**config.mk**
```make
export PLATFORM = sky130hd
export DESIGN_NAME = mips32_fetch_queue_flat
export DESIGN_NICKNAME = d
export VERILOG_FILES = /design/src/rtl/mips32_pkg.sv /design/src/rtl/mips32_fetch_queue_if.sv /design/src/rtl/mips32_sync_fifo.sv /design/src/rtl/mips32_fetch_queue.sv /design/src/flat_wrapper.sv
export SDC_FILE = /design/constraint.sdc
export NUM_CORES = 1
export LEC_CHECK = 0
export ABC_CLOCK_PERIOD_IN_PS = 3520
export CAP_MARGIN = 30
export CORE_MARGIN = 1.5
export CORE_UTILIZATION = 45
export CTS_CLUSTER_SIZE = 40
export DETAILED_ROUTE_END_ITERATION = 6
export GPL_TIMING_DRIVEN = 0
export PLACE_DENSITY = 0.67
export SETUP_SLACK_MARGIN = 0.5
export SLEW_MARGIN = 10
export SYNTH_ARGS = -nofsm -noshare
export SYNTH_HDL_FRONTEND = slang
export SYNTH_SLANG_ARGS = --single-unit
```
**constraint.sdc**
```tcl
create_clock -name clk -period 3.52 [get_ports clk]
set_input_delay 0.704 -clock clk [delete_from_list [all_inputs] [get_ports clk]]
set_output_delay 0.704 -clock clk [all_outputs]
set_load 0.01 [all_outputs]
```
**src/rtl/mips32_pkg.sv**
```systemverilog
// Shared definitions for the mips32 pipeline: opcodes, instruction type codes
// and the default instruction word-address width.
package mips32_pkg;

    localparam int DEFAULT_ADDR_W = 10;

    localparam logic [5:0] OP_ADD   = 6'd0;
    localparam logic [5:0] OP_SUB   = 6'd1;
    localparam logic [5:0] OP_AND   = 6'd2;
    localparam logic [5:0] OP_OR    = 6'd3;
    localparam logic [5:0] OP_SLT   = 6'd4;
    localparam logic [5:0] OP_MUL   = 6'd5;
    localparam logic [5:0] OP_LW    = 6'd8;
    localparam logic [5:0] OP_SW    = 6'd9;
    localparam logic [5:0] OP_ADDI  = 6'd10;
    localparam logic [5:0] OP_SUBI  = 6'd11;
    localparam logic [5:0] OP_SLTI  = 6'd12;
    localparam logic [5:0] OP_BNEQZ = 6'd13;
    localparam logic [5:0] OP_BEQZ  = 6'd14;
    localparam logic [5:0] OP_HLT   = 6'd63;

    typedef enum logic [2:0] {
        RR_ALU,
        RM_ALU,
        LOAD,
        STORE,
        BRANCH,
        HALT
    } instr_type_e;

    function automatic logic [5:0] opcode_of(input logic [31:0] ir);
        return ir[31:26];
    endfunction

endpackage

```
**src/rtl/mips32_fetch_queue_if.sv**
```systemverilog
// Handshake bundle of the fetch queue: instruction-memory read port, the
// valid/ready link to ID, and the branch redirect from EX/MEM.
interface mips32_fetch_queue_if #(
    parameter int ADDR_W = mips32_pkg::DEFAULT_ADDR_W
);
    logic              imem_req;
    logic [ADDR_W-1:0] imem_addr;
    logic              imem_gnt;
    logic              imem_rvalid;
    logic [31:0]       imem_rdata;
    logic              if_valid;
    logic [31:0]       if_ir;
    logic [31:0]       if_npc;
    logic              if_ready;
    logic              redirect;
    logic [ADDR_W-1:0] redirect_pc;
    logic              fetch_halted;

    modport master (
        output imem_req, imem_addr,
        input  imem_gnt, imem_rvalid, imem_rdata,
        output if_valid, if_ir, if_npc,
        input  if_ready, redirect, redirect_pc,
        output fetch_halted
    );

    modport slave (
        input  imem_req, imem_addr,
        output imem_gnt, imem_rvalid, imem_rdata,
        input  if_valid, if_ir, if_npc,
        output if_ready, redirect, redirect_pc,
        input  fetch_halted
    );
endinterface

```
**src/rtl/mips32_sync_fifo.sv**
```systemverilog
// Synchronous FIFO with push/pop/flush; a push is accepted on a full FIFO
// only when a pop happens in the same cycle.
module mips32_sync_fifo #(
    parameter int DEPTH = 4,
    parameter int WIDTH = 42
) (
    input  logic                   clk,
    input  logic                   rst,
    input  logic                   i_push,
    input  logic                   i_pop,
    input  logic                   i_flush,
    input  logic [WIDTH-1:0]       i_wdata,
    output logic [WIDTH-1:0]       o_rdata,
    output logic [$clog2(DEPTH):0] o_count,
    output logic                   o_full,
    output logic                   o_empty
);
    localparam int PW = $clog2(DEPTH);
    localparam int CW = PW + 1;

    logic [WIDTH-1:0] r_mem [DEPTH];
    logic [PW-1:0]    r_wptr;
    logic [PW-1:0]    r_rptr;
    logic [CW-1:0]    r_count;
    logic             w_push;
    logic             w_pop;

    assign o_full  = (r_count == CW'(DEPTH));
    assign o_empty = (r_count == '0);
    assign o_count = r_count;
    assign o_rdata = r_mem[r_rptr];
    assign w_push  = i_push & (~o_full | i_pop);
    assign w_pop   = i_pop & ~o_empty;

    always_ff @(posedge clk or posedge rst) begin
        if (rst) begin
            r_wptr  <= '0;
            r_rptr  <= '0;
            r_count <= '0;
        end else if (i_flush) begin
            r_wptr  <= '0;
            r_rptr  <= '0;
            r_count <= '0;
        end else begin
            if (w_push) r_wptr <= r_wptr + PW'(1);
            if (w_pop)  r_rptr <= r_rptr + PW'(1);
            case ({w_push, w_pop})
                2'b10:   r_count <= r_count + CW'(1);
                2'b01:   r_count <= r_count - CW'(1);
                default: r_count <= r_count;
            endcase
        end
    end

    // Storage carries no reset; entries are only read once counted valid.
    always_ff @(posedge clk) begin
        if (w_push && !i_flush) r_mem[r_wptr] <= i_wdata;
    end

endmodule

```
**src/rtl/mips32_fetch_queue.sv**
```systemverilog
// Instruction-fetch front end: credit-limited requests to a variable-latency
// instruction memory, a FIFO of {IR, fetch address} toward ID, redirect and halt.
module mips32_fetch_queue
    import mips32_pkg::*;
#(
    parameter int              DEPTH    = 4,
    parameter int              ADDR_W   = DEFAULT_ADDR_W,
    parameter logic [ADDR_W-1:0] RESET_PC = '0,
    parameter logic [5:0]      HLT_OP   = OP_HLT
) (
    input logic clk,
    input logic rst,
    mips32_fetch_queue_if.master fq
);
    localparam int CW = $clog2(DEPTH) + 1;

    logic [ADDR_W-1:0] r_pc;
    logic [CW-1:0]     r_drop;
    logic              r_halted;

    logic [CW-1:0]     w_count;
    logic [CW-1:0]     w_pending;
    logic [CW:0]       w_inflight;
    logic              w_issue;
    logic              w_push;
    logic              w_pop;
    logic              w_empty;
    logic              w_is_hlt;
    logic [ADDR_W-1:0] w_resp_addr;
    logic [ADDR_W-1:0] w_head_addr;
    logic [31:0]       w_head_ir;
    logic              w_data_full;
    logic              w_shadow_full;
    logic              w_shadow_empty;
    logic              w_unused_flags;

    assign w_inflight = {1'b0, w_count} + {1'b0, w_pending};
    assign w_issue    = fq.imem_req & fq.imem_gnt;
    assign w_push     = fq.imem_rvalid & (r_drop == '0) & ~fq.redirect;
    assign w_pop      = fq.if_valid & fq.if_ready & ~fq.redirect;
    assign w_is_hlt   = w_push & (opcode_of(fq.imem_rdata) == HLT_OP);

    // Credit rule: never have more words outstanding than free FIFO slots.
    assign fq.imem_req     = ~rst & ~r_halted & ~fq.redirect & (w_inflight < (CW+1)'(DEPTH));
    assign fq.imem_addr    = r_pc;
    assign fq.if_valid     = ~w_empty;
    assign fq.if_ir        = w_head_ir;
    assign fq.if_npc       = {{(32-ADDR_W){1'b0}}, w_head_addr + ADDR_W'(1)};
    assign fq.fetch_halted = r_halted;

    assign w_unused_flags = &{w_data_full, w_shadow_full, w_shadow_empty};

    // Issue-address shadow: its occupancy is the in-flight (pending) count,
    // and it is never flushed so that dropped responses still retire in order.
    mips32_sync_fifo #(.DEPTH(DEPTH), .WIDTH(ADDR_W)) u_shadow (
        .clk     (clk),
        .rst     (rst),
        .i_push  (w_issue),
        .i_pop   (fq.imem_rvalid),
        .i_flush (1'b0),
        .i_wdata (r_pc),
        .o_rdata (w_resp_addr),
        .o_count (w_pending),
        .o_full  (w_shadow_full),
        .o_empty (w_shadow_empty)
    );

    mips32_sync_fifo #(.DEPTH(DEPTH), .WIDTH(32 + ADDR_W)) u_data (
        .clk     (clk),
        .rst     (rst),
        .i_push  (w_push),
        .i_pop   (w_pop),
        .i_flush (fq.redirect),
        .i_wdata ({fq.imem_rdata, w_resp_addr}),
        .o_rdata ({w_head_ir, w_head_addr}),
        .o_count (w_count),
        .o_full  (w_data_full),
        .o_empty (w_empty)
    );

    always_ff @(posedge clk or posedge rst) begin
        if (rst) begin
            r_pc     <= RESET_PC;
            r_drop   <= '0;
            r_halted <= 1'b0;
        end else if (fq.redirect) begin
            r_pc     <= fq.redirect_pc;
            r_halted <= 1'b0;
            r_drop   <= w_pending - {{(CW-1){1'b0}}, fq.imem_rvalid};
        end else begin
            if (w_issue)                          r_pc     <= r_pc + ADDR_W'(1);
            if (fq.imem_rvalid && r_drop != '0)   r_drop   <= r_drop - CW'(1);
            if (w_is_hlt)                         r_halted <= 1'b1;
        end
    end

endmodule
```
**src/flat_wrapper.sv**
```systemverilog
// flat-port wrapper written by rule: the top's interface ports become plain ports
module mips32_fetch_queue_flat import mips32_pkg::*;
#(
    parameter int              DEPTH    = 4,
    parameter int              ADDR_W   = DEFAULT_ADDR_W,
    parameter logic [ADDR_W-1:0] RESET_PC = '0,
    parameter logic [5:0]      HLT_OP   = OP_HLT
)
  (clk, rst, fq_imem_req, fq_imem_addr, fq_imem_gnt, fq_imem_rvalid, fq_imem_rdata, fq_if_valid, fq_if_ir, fq_if_npc, fq_if_ready, fq_redirect, fq_redirect_pc, fq_fetch_halted);
  mips32_fetch_queue_if #(.ADDR_W(ADDR_W)) fq_i ();
  input logic clk;
  input logic rst;
  output wire logic [$bits(fq_i.imem_req)-1:0] fq_imem_req;
  output wire logic [$bits(fq_i.imem_addr)-1:0] fq_imem_addr;
  input wire logic [$bits(fq_i.imem_gnt)-1:0] fq_imem_gnt;
  input wire logic [$bits(fq_i.imem_rvalid)-1:0] fq_imem_rvalid;
  input wire logic [$bits(fq_i.imem_rdata)-1:0] fq_imem_rdata;
  output wire logic [$bits(fq_i.if_valid)-1:0] fq_if_valid;
  output wire logic [$bits(fq_i.if_ir)-1:0] fq_if_ir;
  output wire logic [$bits(fq_i.if_npc)-1:0] fq_if_npc;
  input wire logic [$bits(fq_i.if_ready)-1:0] fq_if_ready;
  input wire logic [$bits(fq_i.redirect)-1:0] fq_redirect;
  input wire logic [$bits(fq_i.redirect_pc)-1:0] fq_redirect_pc;
  output wire logic [$bits(fq_i.fetch_halted)-1:0] fq_fetch_halted;
  assign fq_imem_req = fq_i.imem_req;
  assign fq_imem_addr = fq_i.imem_addr;
  assign fq_i.imem_gnt = fq_imem_gnt;
  assign fq_i.imem_rvalid = fq_imem_rvalid;
  assign fq_i.imem_rdata = fq_imem_rdata;
  assign fq_if_valid = fq_i.if_valid;
  assign fq_if_ir = fq_i.if_ir;
  assign fq_if_npc = fq_i.if_npc;
  assign fq_i.if_ready = fq_if_ready;
  assign fq_i.redirect = fq_redirect;
  assign fq_i.redirect_pc = fq_redirect_pc;
  assign fq_fetch_halted = fq_i.fetch_halted;
  mips32_fetch_queue #(.DEPTH(DEPTH), .ADDR_W(ADDR_W), .RESET_PC(RESET_PC), .HLT_OP(HLT_OP)) u_core (.clk(clk), .rst(rst), .fq(fq_i));
endmodule
```
==> impl_summary.md <==
Worst setup path
The worst setup path is of the flip-flop to primary output kind. The standard cell with the maximum stage delay on the critical path is mux4_2. The maximum single-stage delay on the critical path is 0.54 ns.

Walking the worst path, the cells encountered are buf_6 > buf_12 > mux4_2 > and2_4 > and2_4 > nand3_4 > xnor2_4 > buf_6. The capturing element type of the critical path is a primary output. The arrival time of the worst setup path is 2.33 ns.

In this run the worst path has a maximum fanout of 5. The critical path startpoint category is a flip-flop. The required time at the worst-slack endpoint is 2.82 ns.

Detailed routing
In the routed design, unresolved DRC markers number 0. The total iterations of the first detailed-routing run is 4. The count of routing violations after the opening detailed-route iteration is 204.

Dividing the detail-routed wire length by the instance count gives 17.8 um. The wire length reported by the detailed router is 16.8 mm. The routed via count is 4,844. Once detail routing completed, the nets flagged for antenna violations numbered 0.

The detail-routed via count per cell is 5.12.

STA
The final period demand of the worst path is 3.03 ns. The final hold slack is 0.556 ns. Setup violations remaining at the end of the flow were counted as 0. Based on the critical path, the design can be clocked at up to 330 MHz. Setup repair after global routing could not meet its margin everywhere. The total count of max-transition violations in the final report is 0. The share of the clock period used by the worst path is 86.2%. The hold violation count in the final report is 0. Clock skew on the completed layout was measured at 0.0107 ns.

The actual slew at the worst max-slew pin is 0.678 ns. In this run the tightest slew margin relative to its limit is 54.7%. Summed over all failing endpoints, the final setup total negative slack is 0 ns.

Placement
The cell area reported after detailed placement is 0.0111 mm^2. Detailed placement finished with a half-perimeter wire length of 11.1 mm. The number of placed cells counting well taps is 896.

The count of buffers inserted at the top-level ports is 101. The placer's final routability congestion estimate is 0.829.

Yosys
The post-synthesis async set-or-reset flop share is 11.9%. In the post-synthesis netlist, the cell with the most instances is edfxtp_1. Sequential cells were found to cover 72.4% of the synthesized design area.

Synthesis produced a netlist whose cell count is 494. The netlist area before placement is 0.00959 mm^2. The count of distinct cell types in the synthesized netlist is 49. Yosys printed 0 warnings.

The number of enable-type register cells in the synthesized netlist is 208. By area the synthesized netlist is led by edfxtp_1 (65%), mux4_2 (12%), dfrtp_1 (7.3%), ha_1 (2.2%), buf_4 (1.7%). The prevailing post-synth register cell is edfxtp_1. The average instance area after synthesis is 19.4 um^2. After synthesis, the most frequently instantiated cells are edfxtp_1 (208), mux4_2 (52), dfrtp_1 (28). The number of synthesized register bits is 236. Summed over all instances, the cell type with the most area after synthesis is edfxtp_1. The top cell type by area accounts for 65.1% of the synthesized area.

Global route
The aggregate global routing overflow is 0. The maximum number of pins on one net before global-route repair is 28. The number of antenna violations at the first check in global routing is 0. The global-route usage over all layers is 15.8%. The via count of the first global-routing pass is 5,226. The first global-routing pass estimated 27.0 mm of wire.

Floorplanning
The boundary pin count is 125. The core region is 0.0210 mm^2. The placement row count is 53. The horizontal die dimension is 149 um. From bottom edge to top edge, the die measures 149 um. The initial core utilization is 45.8%.

The floorplan step defined a die boundary enclosing 0.0222 mm^2.

Pwr
In this run the static leakage power is 4.30 nW. The areal power density over the cells is 639 mW/mm^2. Across the VDD grid, the largest voltage drop is 0.585 mV.

Cells and area
0 antenna diodes ended up in the layout. The share of the core filled with cells is 57.6%. Excluding fillers, the count of instances in the completed layout stands at 946.

The post-layout net count is 722. After routing the design area is 0.0121 mm^2. The post-synthesis to final-layout area growth is 25.8%. The fraction of final layout cells with drive strength greater than 1 is 24.6%.

Clock tree
The clock buffer count from CTS is 24. The clock-pin slew reported for the worst setup and hold paths after clock tree synthesis is 0.06 ns. TritonCTS built the clock tree. The clock passes through at most 3 buffers. CTS built an H-tree with a depth of 1. The number of clock sinks is 236. The clock tree root driver cell is clkbuf_16. For the worst-skew pair, the clock arrives at the later sink with an insertion delay of 0.50 ns. The cts-stage hold buffer count is 0.

Worst hold path
The path class of the tightest hold or removal check is flip-flop to flip-flop.

Job
The max-cap violation count is 0.

Outcome
The run finished with clean final reports.
## routing by layer
layer  GRT usage, %  vias to the layer above  wire, um
met5              0                        -         0
met4           4.46                        0       377
met3           2.54                       31       773
met2           27.8                      132      8520
met1           20.4                     2451      7180
li1               -                     2230         -
## stage by stage
| stage | total power [mW] | worst slack, ns |
|---|---|---|
| after floorplan | 4.68 | 0.733 |
| after global placement | 5.35 | -0.813 |
| after detailed placement | 5.42 | 0.238 |
| after CTS | 7.77 | 0.426 |
| after global routing | 8.10 | 0.398 |
| final | 7.71 | 0.487 |
## path summary, 6_finish.rpt
check / from / endpoint / slack, ns / depth (start not counted)
worst max-delay path: u_core.u_data.r_rptr[0]$_DFFE_PP0P_ / fq_if_npc[7] / 0.49 / 8
worst min-delay path: u_core.u_shadow.o_count[0]$_DFFE_PP0P_ / u_core.u_shadow.o_count[0]$_DFFE_PP0P_ / 0.56 / 1
worst max register to register: u_core.r_drop[0]$_DFFE_PP0P_ / u_core.u_data.r_mem[3][19]$_DFFE_PP_ / 0.96 / 6
worst min register to register: u_core.u_shadow.o_count[0]$_DFFE_PP0P_ / u_core.u_shadow.o_count[0]$_DFFE_PP0P_ / 0.56 / 1
max in group asynchronous: rst / u_core.u_data.r_wptr[0]$_DFFE_PP0P_ / 2.30 / 3
min in group asynchronous: rst / u_core.r_drop[2]$_DFFE_PP0P_ / 0.69 / 2
## cell type report
type | count | area [um^2]
fill | 1630 | 8890
sequential | 236 | 6950
multi-input combinational | 228 | 2520
timing repair buffer | 114 | 1160
clock buffer | 28 | 616
tap | 275 | 344
buffer | 38 | 338
clock inverter | 14 | 97.6
inverter | 13 | 48.8
## kinds of logic after synthesis
family                   after synthesis  share of synthesized area (%)
flip-flops                           236                           72.4
AND/OR/NAND/NOR                       78                           4.85
multiplexers                          58                           12.9
buffers and inverters                 51                           3.14
AO/OA/AOI/OAI                         29                           2.03
XOR/XNOR                              22                           2.01
adder cells (fa/ha/maj)               19                           2.63
other                                  1                         0.0391
## state kept, by name, summed over array words and instances (netlist names)
signal,count
u_core.u_shadow.o_count,3
u_core.u_data.r_rptr,2
u_core.fq.imem_addr,10
u_core.u_shadow.r_wptr,2
u_core.u_shadow.r_mem,40
u_core.u_data.r_wptr,2
u_core.r_drop,3
u_core.u_data.r_mem,168
u_core.u_shadow.r_rptr,2
u_core.fq.fetch_halted,1
u_core.u_data.o_count,3
## cells in the final DEF (no fill, tap or decap), types with 12 or more instances in the layout
cell type / instances
edfxtp_1: 208
clkdlybuf4s50_1: 64
mux4_2: 52
buf_4: 28
dfrtp_1: 28
clkbuf_16: 24
conb_1: 22
dlygate4sd2_1: 18
ha_1: 16
nand2_1: 15
nor2_1: 15
inv_1: 13
xor2_1: 12
## report_power, final
part	internal [mW]	total, mW	switching [mW]
registers	3.31	3.45	0.144
clock network	1.32	2.27	0.954
logic	1.06	1.99	0.924
## what timing repair did
item | CTS | global route
endpoints found under the setup margin | 38 | 21
gates resized for setup | 70 | 32
buffers inserted | 5 | 3
pin swaps | 0 | 5
## worst max-delay path: cells and delay by family, from the launching register on
kind / cells / cell delay [ns]
and+or+nand+nor: 3 / 0.45
buffers and inverters: 3 / 0.36
DFF: 1 / 0.34
muxes: 1 / 0.54
xor gates and xnor gates: 1 / 0.13
(Power assumes the default switching activity.)
